[config.mk]
export PLATFORM = sky130hd
export DESIGN_NAME = mem_req_bridge_flat
export DESIGN_NICKNAME = d
export VERILOG_FILES = /design/src/rtl/mem_req_bridge_pkg.sv /design/src/rtl/mem_req_bridge_if.sv /design/src/rtl/mem_lat_counter.sv /design/src/rtl/mem_req_bridge.sv /design/src/flat_wrapper.sv
export SDC_FILE = /design/constraint.sdc
export NUM_CORES = 1
export LEC_CHECK = 0
export ABC_AREA = 0
export BUFFER_PORTS_ARGS = -buffer_cell sky130_fd_sc_hd__buf_2
export CAP_MARGIN = 40
export CORE_MARGIN = 2
export CORE_UTILIZATION = 40
export CTS_CLUSTER_SIZE = 12
export DETAILED_ROUTE_END_ITERATION = 8
export MAX_ROUTING_LAYER = met4
export PLACE_DENSITY = 0.69
export SYNTH_ARGS = -nofsm -noshare
export SYNTH_HDL_FRONTEND = slang
export SYNTH_HIERARCHICAL = 1
export SYNTH_SLANG_ARGS = --single-unit
[constraint.sdc]
create_clock -name clk -period 2.7 [get_ports clk]
set_clock_uncertainty 0.15 [all_clocks]
set_input_delay 0.54 -clock clk [delete_from_list [all_inputs] [get_ports clk]]
set_output_delay 0.54 -clock clk [all_outputs]
set_load 0.005 [all_outputs]
[src/rtl/mem_req_bridge_pkg.sv]
// Shared types and constants for the cpu-to-data-memory request bridge.
package mem_req_bridge_pkg;

    localparam int unsigned DefaultAddrWidth = 32;
    localparam int unsigned DefaultDataWidth = 32;

    // Clears the byte offset so the memory always sees a word address.
    localparam logic [63:0] WordAlignMask = ~64'h3;

    typedef enum logic [1:0] {
        StIdle   = 2'd0,
        StWait   = 2'd1,
        StAccess = 2'd2,
        StResp   = 2'd3
    } bridge_state_e;

endpackage

[src/rtl/mem_req_bridge_if.sv]
// Request/response handshake and memory-side signals of the bridge.
interface mem_req_bridge_if
    import mem_req_bridge_pkg::*;
#(
    parameter int unsigned ADDR_WIDTH = DefaultAddrWidth,
    parameter int unsigned DATA_WIDTH = DefaultDataWidth
);

    localparam int unsigned MaskWidth = DATA_WIDTH / 8;

    logic                  req_valid;
    logic                  req_ready;
    logic                  req_wen;
    logic [ADDR_WIDTH-1:0] req_addr;
    logic [DATA_WIDTH-1:0] req_wdata;
    logic [MaskWidth-1:0]  req_wmask;

    logic                  resp_valid;
    logic                  resp_ready;
    logic [DATA_WIDTH-1:0] resp_rdata;

    logic                  mem_en;
    logic                  mem_wen;
    logic [ADDR_WIDTH-1:0] mem_addr;
    logic [DATA_WIDTH-1:0] mem_wdata;
    logic [MaskWidth-1:0]  mem_wmask;
    logic [DATA_WIDTH-1:0] mem_rdata;

    // Bridge view.
    modport slave (
        input  req_valid, req_wen, req_addr, req_wdata, req_wmask, resp_ready, mem_rdata,
        output req_ready, resp_valid, resp_rdata,
        output mem_en, mem_wen, mem_addr, mem_wdata, mem_wmask
    );

    // Cpu plus memory view.
    modport master (
        output req_valid, req_wen, req_addr, req_wdata, req_wmask, resp_ready, mem_rdata,
        input  req_ready, resp_valid, resp_rdata,
        input  mem_en, mem_wen, mem_addr, mem_wdata, mem_wmask
    );

endinterface

[src/rtl/mem_lat_counter.sv]
// Loadable down-counter with a flag that marks the final wait cycle.
module mem_lat_counter #(
    parameter int unsigned CNT_W = 4
) (
    input  logic             clk,
    input  logic             rst,
    input  logic             load,
    input  logic [CNT_W-1:0] load_val,
    input  logic             dec,
    output logic             last
);

    logic [CNT_W-1:0] count_q;

    always_ff @(posedge clk or negedge rst) begin
        if (!rst) begin
            count_q <= '0;
        end else if (load) begin
            count_q <= load_val;
        end else if (dec && (count_q != '0)) begin
            count_q <= count_q - CNT_W'(1);
        end
    end

    assign last = (count_q == CNT_W'(1));

endmodule

[src/rtl/mem_req_bridge.sv]
// Registers a single-cycle cpu memory access into a valid/ready transaction
// with a fixed wait latency and exactly one memory-enable cycle per request.
module mem_req_bridge
    import mem_req_bridge_pkg::*;
#(
    parameter int unsigned ADDR_WIDTH = DefaultAddrWidth,
    parameter int unsigned DATA_WIDTH = DefaultDataWidth,
    parameter int unsigned LATENCY    = 1,
    parameter int unsigned CNT_W      = 4
) (
    input logic              clk,
    input logic              rst,
    mem_req_bridge_if.slave  bus
);

    localparam int unsigned          MaskWidth  = DATA_WIDTH / 8;
    localparam logic [CNT_W-1:0]     LatLoad    = CNT_W'(LATENCY);
    localparam logic [ADDR_WIDTH-1:0] AlignMask = WordAlignMask[ADDR_WIDTH-1:0];

    bridge_state_e state_q, state_d;

    logic                  wen_q;
    logic [ADDR_WIDTH-1:0] addr_q;
    logic [DATA_WIDTH-1:0] wdata_q;
    logic [MaskWidth-1:0]  wmask_q;
    logic [DATA_WIDTH-1:0] rdata_q;

    logic accept;
    logic cnt_dec;
    logic cnt_last;

    mem_lat_counter #(
        .CNT_W (CNT_W)
    ) u_lat_cnt (
        .clk      (clk),
        .rst      (rst),
        .load     (accept),
        .load_val (LatLoad),
        .dec      (cnt_dec),
        .last     (cnt_last)
    );

    always_comb begin
        state_d        = state_q;
        accept         = 1'b0;
        cnt_dec        = 1'b0;
        bus.req_ready  = 1'b0;
        bus.resp_valid = 1'b0;
        bus.mem_en     = 1'b0;
        bus.mem_wen    = 1'b0;
        bus.mem_addr   = '0;
        bus.mem_wdata  = '0;
        bus.mem_wmask  = '0;

        unique case (state_q)
            StIdle: begin
                // Gated by rst so nothing looks acceptable while held in reset.
                bus.req_ready = rst;
                if (bus.req_valid && rst) begin
                    accept  = 1'b1;
                    state_d = (LATENCY == 0) ? StAccess : StWait;
                end
            end
            StWait: begin
                cnt_dec = 1'b1;
                if (cnt_last) begin
                    state_d = StAccess;
                end
            end
            StAccess: begin
                bus.mem_en    = 1'b1;
                bus.mem_wen   = wen_q;
                bus.mem_addr  = addr_q & AlignMask;
                bus.mem_wdata = wdata_q;
                bus.mem_wmask = wen_q ? wmask_q : '0;
                state_d       = StResp;
            end
            StResp: begin
                bus.resp_valid = 1'b1;
                if (bus.resp_ready) begin
                    state_d = StIdle;
                end
            end
            default: state_d = StIdle;
        endcase
    end

    always_ff @(posedge clk or negedge rst) begin
        if (!rst) begin
            state_q <= StIdle;
            wen_q   <= 1'b0;
            addr_q  <= '0;
            wdata_q <= '0;
            wmask_q <= '0;
            rdata_q <= '0;
        end else begin
            state_q <= state_d;
            if (accept) begin
                wen_q   <= bus.req_wen;
                addr_q  <= bus.req_addr;
                wdata_q <= bus.req_wdata;
                wmask_q <= bus.req_wmask;
            end
            if (state_q == StAccess) begin
                rdata_q <= wen_q ? '0 : bus.mem_rdata;
            end
        end
    end

    assign bus.resp_rdata = rdata_q;

endmodule

[src/flat_wrapper.sv]
// flat-port wrapper written by rule: the top's interface ports become plain ports
module mem_req_bridge_flat import mem_req_bridge_pkg::*;
#(
    parameter int unsigned ADDR_WIDTH = DefaultAddrWidth,
    parameter int unsigned DATA_WIDTH = DefaultDataWidth,
    parameter int unsigned LATENCY    = 1,
    parameter int unsigned CNT_W      = 4
)
  (clk, rst, bus_req_valid, bus_req_wen, bus_req_addr, bus_req_wdata, bus_req_wmask, bus_resp_ready, bus_mem_rdata, bus_req_ready, bus_resp_valid, bus_resp_rdata, bus_mem_en, bus_mem_wen, bus_mem_addr, bus_mem_wdata, bus_mem_wmask);
  mem_req_bridge_if #(.ADDR_WIDTH(ADDR_WIDTH), .DATA_WIDTH(DATA_WIDTH)) bus_i ();
  input logic clk;
  input logic rst;
  input wire logic [$bits(bus_i.req_valid)-1:0] bus_req_valid;
  input wire logic [$bits(bus_i.req_wen)-1:0] bus_req_wen;
  input wire logic [$bits(bus_i.req_addr)-1:0] bus_req_addr;
  input wire logic [$bits(bus_i.req_wdata)-1:0] bus_req_wdata;
  input wire logic [$bits(bus_i.req_wmask)-1:0] bus_req_wmask;
  input wire logic [$bits(bus_i.resp_ready)-1:0] bus_resp_ready;
  input wire logic [$bits(bus_i.mem_rdata)-1:0] bus_mem_rdata;
  output wire logic [$bits(bus_i.req_ready)-1:0] bus_req_ready;
  output wire logic [$bits(bus_i.resp_valid)-1:0] bus_resp_valid;
  output wire logic [$bits(bus_i.resp_rdata)-1:0] bus_resp_rdata;
  output wire logic [$bits(bus_i.mem_en)-1:0] bus_mem_en;
  output wire logic [$bits(bus_i.mem_wen)-1:0] bus_mem_wen;
  output wire logic [$bits(bus_i.mem_addr)-1:0] bus_mem_addr;
  output wire logic [$bits(bus_i.mem_wdata)-1:0] bus_mem_wdata;
  output wire logic [$bits(bus_i.mem_wmask)-1:0] bus_mem_wmask;
  assign bus_i.req_valid = bus_req_valid;
  assign bus_i.req_wen = bus_req_wen;
  assign bus_i.req_addr = bus_req_addr;
  assign bus_i.req_wdata = bus_req_wdata;
  assign bus_i.req_wmask = bus_req_wmask;
  assign bus_i.resp_ready = bus_resp_ready;
  assign bus_i.mem_rdata = bus_mem_rdata;
  assign bus_req_ready = bus_i.req_ready;
  assign bus_resp_valid = bus_i.resp_valid;
  assign bus_resp_rdata = bus_i.resp_rdata;
  assign bus_mem_en = bus_i.mem_en;
  assign bus_mem_wen = bus_i.mem_wen;
  assign bus_mem_addr = bus_i.mem_addr;
  assign bus_mem_wdata = bus_i.mem_wdata;
  assign bus_mem_wmask = bus_i.mem_wmask;
  mem_req_bridge #(.ADDR_WIDTH(ADDR_WIDTH), .DATA_WIDTH(DATA_WIDTH), .LATENCY(LATENCY), .CNT_W(CNT_W)) u_core (.clk(clk), .rst(rst), .bus(bus_i));
endmodule
# Word level (Yosys, flattened, before mapping)
# Index checks and enable logic that the tools add are counted.
[op_classes] n_addsub=1 eq_ne=7 mux=18 n_reduce_logical=6
[op_table] op="32-bit 2-to-1 mux" count=3
[op_table] op="4-bit 2-to-1 mux" count=4
[op_table] op="2-bit case mux with 4 select lines" count=1
[op_table] op="1-bit 2-to-1 mux" count=7
[op_table] op="2-bit 2-to-1 mux" count=3
[op_table] op="2-bit equality test (second input constant)" count=2
[op_table] op="4-bit by 1-bit equality test with 1-bit output (second input constant)" count=1
[op_table] op="2-bit by 1-bit != test with 1-bit output (second input constant)" count=2
[op_table] op="4-bit nonzero test" count=1
[op_table] op="4-bit by 1-bit subtractor with 4-bit output (second input constant)" count=1
[op_table] op="3-bit AND reduction" count=1
[op_table] op="2-bit by 1-bit equality test with 1-bit output (second input constant)" count=1
[op_table] op="1-bit logical AND" count=2
[op_table] op="2-bit logical NOT" count=1
[op_table] op="2-bit != test (second input constant)" count=1
[op_table] op="2-bit nonzero test" count=1
[word_totals] reg_bits=107 input_bits=105 output_inout_bits=104

# Depth between registers and ports, before layout
# Gate-level depths: netlist of run 1.
[depth] ltp_word=5 mapped_depth=10

# Modules after synthesis
# Netlist of run 1, hierarchy kept.
[by_module_without_submodules] mod="mem_req_bridge" n_inst=1 cells_per_inst=375 area_each_um2=4464.3
[by_module_without_submodules] mod="mem_lat_counter" n_inst=1 cells_per_inst=29 area_each_um2=282.8

# Worst setup path before layout of run 1
# No wires, ideal clock.
[synth_path] path_kind="reg2reg" from="register u_core.state_q[0]" to="register u_core.u_lat_cnt.count_q[3]" setup_ps=126 t_arrival_ps=1713 required_time_ps=2424 setup_slack_ps=711 stages_incl_launch_ff=10 n_path_buf=4 period_less_slack_ps=1989 cell_sequence="dfrtp_1 inv_1 ha_1 and3_1 buf_6 buf_6 buf_8 buf_4 nor3_1 a221o_1"
[synth_via] word_cells_on_any_way=7 cone_classes="1 x eq/ne; 3 x mux; 3 x reduce/logical"
[synth_lines] element="from (decl)" line="mem_req_bridge.sv:20" text="bridge_state_e state_q, state_d;"
[synth_lines] element="from (signal assigned)" line="mem_req_bridge.sv:90" text="state_q <= StIdle;"
[synth_lines] element="from (signal assigned)" line="mem_req_bridge.sv:97" text="state_q <= state_d;"
[synth_lines] element="2-bit logical NOT (*)" line="mem_req_bridge.sv:55" text="unique case (state_q)"
[synth_lines] element="1-bit 2-to-1 mux (*)" line="mem_req_bridge.sv:55"
[synth_lines] element="via u_core.accept" line="mem_req_bridge.sv:28" text="logic accept;"
[synth_lines] element="4-bit 2-to-1 mux or 2-bit nonzero test (tied branches)"
[synth_lines] element="to (signal assigned)" line="mem_lat_counter.sv:19" text="count_q <= load_val;"
[synth_lines] element="to (signal assigned)" line="mem_lat_counter.sv:21" text="count_q <= count_q - CNT_W'(1);"
[synth_lines] element="to (decl)" line="mem_lat_counter.sv:13" text="logic [CNT_W-1:0] count_q;"
# The timed path passes the listed nets; every way through them passes the cells marked *.
# A chain may end at the register's enable or synchronous reset.

# Worst setup path in the final report of run 1
[layout_path] from="register u_core.state_q[0]" to="output bus_mem_addr[26]"
[layout_via] elab_chain_len=2
[layout_lines] element="2-bit equality test" line="mem_req_bridge.sv:55"
[layout_lines] element="32-bit 2-to-1 mux" line="mem_req_bridge.sv:55"
[layout_lines] element="to (decl)" line="flat_wrapper.sv:25" text="output wire logic [$bits(bus_i.mem_addr)-1:0] bus_mem_addr;"
# No other way between the ends.

==> results.sh, run 1 <==
export IMPL_status="complete, but fails checks"
export IMPL_violations="DRC"
export IMPL_r2r_slack_ns=0.69
export IMPL_worstReg2RegStart="u_core/u_lat_cnt/count_q[1]"
export IMPL_grt_start_max_net_pins=103
export IMPL_cp_slowest_cell="dfrtp_1"
export IMPL_grt_usage_pct=17.68
export IMPL_dpl_cell_area_mm2=0.005921
export IMPL_holdPathEnd="u_core/bus.resp_rdata[1]"
export IMPL_arrival_ns=1.75
export IMPL_pre_cts_ws_ns=0.6416
export IMPL_wl_met3_um=581
export IMPL_rsz0062_at_grt="no"
export IMPL_cp_start_kind="register"
export IMPL_synth_cell_types=29
export IMPL_maxSlewViolCount=0
export IMPL_peakVddDrop_mv=0.4864
export IMPL_clockPowerShare_pct=18.3
export IMPL_hpwl_mm=7.518
export IMPL_worstHoldStart="bus_mem_rdata[1]"
export IMPL_p_int_mw=4.410
export IMPL_fmax_mhz=410.1
export IMPL_h_tree_depth=3
export IMPL_seq_area_frac_synth_pct=55.35
export IMPL_crit_family="buffers and inverters"
export IMPL_vias=3478
export IMPL_met2_length_mm=5.147
export IMPL_clockBufferDepth=2
export IMPL_syn_area_mm2=0.004747
export IMPL_power_mw=6.484
export IMPL_critPathKind="reg2out"
export IMPL_routedWlPerCell_um=14.02
export IMPL_cp_max_fo=38
export IMPL_final_cell_mix="buf_2 (203), dfrtp_1 (105), and2_1 (64), mux2_2 (49), inv_1 (38)"
export IMPL_ys_warn_count=6
export IMPL_ioPinCount=209
export IMPL_initial_core_util_pct=41.22
export IMPL_num_rows=39
export IMPL_hold_viol=0
export IMPL_holdPathStages=3
export IMPL_synth_seq_cells=105
export IMPL_cts_tree="built"
export IMPL_fill_cells=1036
export IMPL_clk_latency_ns=0.35
export IMPL_maxCapViolations=0
export IMPL_layout_setup_ws_ns=0.2619
export IMPL_n_antenna_cell=0
export IMPL_wl_met1_mm=4.495
export IMPL_switchingPower_mw=2.074
export IMPL_ff2ff_path_depth=6
export IMPL_first_global_vias=3503
export IMPL_end_kind="output port"
export IMPL_slew_limit_headroom_pct=63.71
export IMPL_synthCells=404
export IMPL_cp_cell_sequence="inv_1 > ha_2 > buf_4 > and2_1 > buf_2"
export IMPL_final_cell_area_mm2=0.006193
export IMPL_finalNetCount=717
export IMPL_cts_buffers=9
export IMPL_power_frac_seq_pct=41.9
export IMPL_fin_setup_tns_ns=0
export IMPL_totalWireLength_mm=10.54
export IMPL_port_buffers=204
export IMPL_drt_iter0_drc=200
export IMPL_overflow=0
export IMPL_mostFrequentLayoutCell="buf_2"
export IMPL_cts_root_buffer="clkbuf_16"
export IMPL_period_share_pct=90.30
export IMPL_critPathBufInv=3
export IMPL_drtPass1Iterations=6
export IMPL_drive_above_1_share_pct=48.93
export IMPL_grt_antenna_before_repair=0
export IMPL_topRoutingLayerUsed="met4"
export IMPL_post_drt_via_cell_ratio=4.625
export IMPL_setup_viol=0
export IMPL_die_w_um=112.9
export IMPL_grt_pass1_wl_mm=17.32
export IMPL_period_needed_ns=2.438
export IMPL_required_ns=2.01
export IMPL_p_comb_share_pct=39.8
export IMPL_swShare_pct=31.99
export IMPL_area_growth_pct=30.47
export IMPL_worst_pin_slew_ns=0.5444
export IMPL_p_leak_nw=3.255
export IMPL_rr_endpoint="u_core/state_q[1]"
export IMPL_clkTransAtPathRegs_ns=0.07
export IMPL_die_height_um=112.9
export IMPL_drc=15
export IMPL_cts_sinks=105
export IMPL_hold_ws_ns=0.2384
export IMPL_hold_path_class="in2reg"
export IMPL_dieArea_mm2=0.01276
export IMPL_ant_nets=0
export IMPL_powerDensity_mw_per_mm2=1047
export IMPL_core_area_mm2=0.01152
export IMPL_avgSynthCellArea_um2=11.75
export IMPL_critPathMaxStageDelay_ns=0.41
export IMPL_finalWeightedCongestion=0.7758
## synth_stat cells
master,instances,area [um2]
or3b_4,1,11.26
mux2i_1,2,20.02
nor2_1,1,3.750
a221o_1,1,10.01
nand2_1,37,138.9
mux2_2,49,551.8
ha_1,7,87.58
and2_1,64,400.4
o21ai_0,32,160.2
o21ai_1,2,10.01
a21oi_1,2,10.01
a31o_1,1,8.760
nor3_1,1,5.000
inv_1,38,142.6
o311ai_1,1,8.760
a222oi_1,1,10.01
buf_8,2,30.03
clkbuf_1,11,41.29
and4b_1,1,10.01
buf_2,8,40.04
mux2_4,19,285.3
and3_1,5,31.28
nor2b_1,2,12.51
conb_1,2,7.510
nor4b_2,1,15.01
nor3b_1,3,22.52
buf_6,2,22.52
buf_4,3,22.52
dfrtp_1,105,2628
## kinds of logic (layout without fill, tap and decap cells)
group,Yosys count,in the layout,synth area share [%]
multiplexers,70,70,18.05
adder cells (fa/ha/maj),7,7,1.845
AND/OR/NAND/NOR,116,116,13.71
flip-flops,105,105,55.35
other,2,6,0.1582
buffers and inverters,64,265,6.299
AO/OA/AOI/OAI,40,40,4.586
## layer usage
| layer | up-vias | GRT usage (%) |
|---|---|---|
| met1 | 1636 | 22.31 |
| met4 | 0 | 8.293 |
| li1 | 1700 | - |
| met5 | - | - |
| met3 | 23 | 3.428 |
| met2 | 119 | 27.67 |
## final cells by class
cell class	count	area [um2]	share of cell area [%]
repair buffers	212	1136	18.34
well taps	143	178.9	2.889
inverters	38	142.6	2.303
clock inverters	4	20.02	0.3232
clock buffers	11	242.7	3.919
flip-flops and latches	105	2628	42.42
multi-input cells	239	1846	29.80
## flip-flops by register name (all words and copies together), names as in the netlist
name / count
u_core/state_q: 2
u_core/bus.resp_rdata: 32
u_core/wmask_q: 4
u_core/wdata_q: 32
u_core/wen_q: 1
u_core/u_lat_cnt/count_q: 4
u_core/addr_q: 30
## what timing repair did
action                    in CTS  in global routing
hold buffers                   1                  0
buffers inserted               0                  0
resized for setup              0                  0
hold endpoints to repair       3                  0
## power groups by stage
stage / clock, mW / sequential, mW / combinational (mW)
5_1_grt: 1.30 / 2.82 / 2.89
6_report: 1.19 / 2.72 / 2.58
3_5_place_dp: 0 / 2.74 / 2.62
4_1_cts: 1.24 / 2.73 / 2.63
3_3_place_gp: 0 / 2.70 / 2.55
2_1_floorplan: 0 / 2.66 / 1.64
## worst max-delay path by stage
stage | from | endpoint | slack [ns] | cells past startpoint
2_1_floorplan | u_core/state_q[0] | u_core/u_lat_cnt/count_q[3] | 0.71 | 9
3_3_place_gp | u_core/state_q[0] | bus_mem_wmask[2] | 0.67 | 5
3_5_place_dp | u_core/state_q[0] | bus_mem_wmask[1] | 0.64 | 5
4_1_cts | u_core/state_q[0] | bus_mem_wmask[2] | 0.24 | 5
5_1_grt | u_core/state_q[0] | bus_mem_wmask[1] | 0.13 | 5
6_report | u_core/state_q[0] | bus_mem_addr[26] | 0.26 | 5
## stage by stage
stage                     cells  utilization, %
after floorplan             408               -
after global placement      736           51.41
after detailed placement    736           51.41
after CTS                   752           53.78
after global routing        752           53.78
final                       752           53.78
## worst register-to-register path, stage by stage, from the launching register on
cell and delay [ns]:
dfrtp_1 0.41, inv_1 0.09, ha_1 0.13, nor3b_1 0.18
inv_1 0.06, a222oi_1 0.47, mux2_2 0.39
Note: power is estimated with default switching activity, not from simulation.
==> run 2, diff against run 1 <==
CTS_BUF_LIST = sky130_fd_sc_hd__clkbuf_8   (was default)
==> run 2 against run 1 <==
Effect of this change: worst setup slack got worse by 0.031 ns; first-iteration DRC count increased by 0.50%; the flow still finishes with violations (DRC); worst hold slack got worse by 0.029 ns; critical endpoint unchanged; fmax fell by 1.2%; highest routed layer unchanged; clock-buffer cell count decreased by 1; die area did not move; combinational power barely moved; sequential power barely moved; critical path depth is the same; design area down 1.6%; largest cell class unchanged; clock power is 28% lower.
==> results.sh, run 2 (synthesized netlist as in run 1, its figures left out) <==
export IMPL_status="complete, but fails checks"
export IMPL_violations="DRC"
export IMPL_cp_start_kind="register"
export IMPL_drtPass1Iterations=6
export IMPL_grt_use_met2_pct=27.83
export IMPL_period_needed_ns=2.469
export IMPL_dieArea_mm2=0.01276
export IMPL_final_cell_mix="buf_2 (203), dfrtp_1 (105), and2_1 (64), mux2_2 (49), inv_1 (39)"
export IMPL_period_share_pct=91.44
export IMPL_hold_path_class="in2reg"
export IMPL_initial_core_util_pct=41.22
export IMPL_cts_root_buffer="clkbuf_8"
export IMPL_core_area_mm2=0.01152
export IMPL_powerDensity_mw_per_mm2=1009
export IMPL_required_ns=2.01
export IMPL_p_leak_nw=3.213
export IMPL_r2r_slack_ns=0.69
export IMPL_end_kind="output port"
export IMPL_ant_nets=0
export IMPL_area_growth_pct=28.33
export IMPL_final_cell_area_mm2=0.006092
export IMPL_rsz0062_at_grt="no"
export IMPL_overflow=0
export IMPL_cp_cell_sequence="inv_1 > ha_2 > buf_4 > and2_1 > buf_2"
export IMPL_worstHoldStart="bus_mem_rdata[1]"
export IMPL_grt_usage_pct=17.68
export IMPL_finalWeightedCongestion=0.7758
export IMPL_grt_pass1_wl_mm=17.30
export IMPL_routedWlPerCell_um=13.96
export IMPL_grt_start_max_net_pins=103
export IMPL_arrival_ns=1.78
export IMPL_cp_slowest_cell="dfrtp_1"
export IMPL_worstReg2RegStart="u_core/u_lat_cnt/count_q[1]"
export IMPL_setup_viol=0
export IMPL_drive_above_1_share_pct=48.93
export IMPL_final_cells=752
export IMPL_power_mw=6.145
export IMPL_worst_pin_slew_ns=0.5418
export IMPL_h_tree_depth=3
export IMPL_finalNetCount=717
export IMPL_mostFrequentLayoutCell="buf_2"
export IMPL_cts_tree="built"
export IMPL_post_cts_resized=0
export IMPL_pre_cts_ws_ns=0.6416
export IMPL_cp_startpoint="u_core/state_q[0]"
export IMPL_port_buffers=204
export IMPL_drt_iter0_drc=201
export IMPL_die_w_um=112.9
export IMPL_rr_endpoint="u_core/state_q[1]"
export IMPL_critPathMaxStageDelay_ns=0.42
export IMPL_multi_input_area_mm2=0.001846
export IMPL_peakVddDrop_mv=0.4190
export IMPL_clk_latency_ns=0.37
export IMPL_cts_sinks=105
export IMPL_busiest_layer="met2"
export IMPL_clkTransAtPathRegs_ns=0.09
export IMPL_fin_setup_tns_ns=0
export IMPL_vias=3469
export IMPL_n_antenna_cell=0
export IMPL_ioPinCount=209
export IMPL_fill_cells=1045
export IMPL_totalWireLength_mm=10.50
export IMPL_fmax_mhz=405.1
export IMPL_crit_end="bus_mem_addr[26]"
export IMPL_hpwl_mm=7.518
export IMPL_cp_max_fo=38
export IMPL_grt_use_met3_pct=3.910
export IMPL_regArea_mm2=0.002628
export IMPL_maxSlewViolCount=0
export IMPL_dpl_cell_area_mm2=0.005921
export IMPL_cts_buffers=9
export IMPL_clockBufferDepth=2
export IMPL_ff2ff_path_depth=6
export IMPL_num_rows=39
export IMPL_maxCapViolations=0
export IMPL_post_drt_via_cell_ratio=4.613
export IMPL_grt_antenna_before_repair=0
export IMPL_drc=15
export IMPL_cts_hold_fix_buffers=1
export IMPL_slew_limit_headroom_pct=63.88
export IMPL_gr_usage_met1_pct=22.20
export IMPL_layout_setup_ws_ns=0.2312
export IMPL_critPathKind="reg2out"
export IMPL_die_height_um=112.9
export IMPL_hold_viol=0
export IMPL_placed_cells=736
export IMPL_first_global_vias=3506
export IMPL_postCtsSetupBuffers=0
==> run 2: layout make-up <==
class	count	area share [%]
inverters	38	2.341
multi-input cells	239	30.29
well taps	143	2.937
clock buffers	10	2.259
repair buffers	212	18.65
flip-flops and latches	105	43.13
clock inverters	5	0.3902
==> run 2: layer usage <==
metal / part of all wire [%] / vias to the layer above
li1: - / 1697
met1: 42 / 1637
met2: 49 / 113
met3: 5.7 / 22
met4: 2.5 / 0
met5: 0 / -
==> run 2: worst max-delay path, delay by kind of cell, from the launching register on <==
| kind | cells | cell delay, ns |
|---|---|---|
| and+or+nand+nor | 1 | 0.20 |
| adders and majority gates | 1 | 0.22 |
| DFF | 1 | 0.42 |
| buffers and inverters | 3 | 0.55 |
==> run 2: through the flow <==
stage	utilization [%]	hold slack (ns)
3_5_place_dp	51.41	0.2211
3_3_place_gp	51.41	0.2190
6_report	52.90	0.2097
4_1_cts	52.90	0.1911
2_1_floorplan	-	0.09441
5_1_grt	52.90	0.1945
==> run 2: worst min path at each step <==
stage	endpoint	slack, ns	depth (start not counted)
6_report	u_core/bus.resp_rdata[1]	0.21	3
4_1_cts	u_core/bus.resp_rdata[3]	0.19	3
5_1_grt	u_core/bus.resp_rdata[3]	0.19	3
3_3_place_gp	u_core/wmask_q[1]	0.22	1
2_1_floorplan	u_core/addr_q[10]	0.09	0
3_5_place_dp	u_core/addr_q[19]	0.22	1
==> run 2: report_power, final <==
group / total, mW / switching, mW / internal (mW)
Sequential: 2.71 / 0.387 / 2.33
Combinational: 2.58 / 1.14 / 1.44
Clock: 0.854 / 0.508 / 0.346
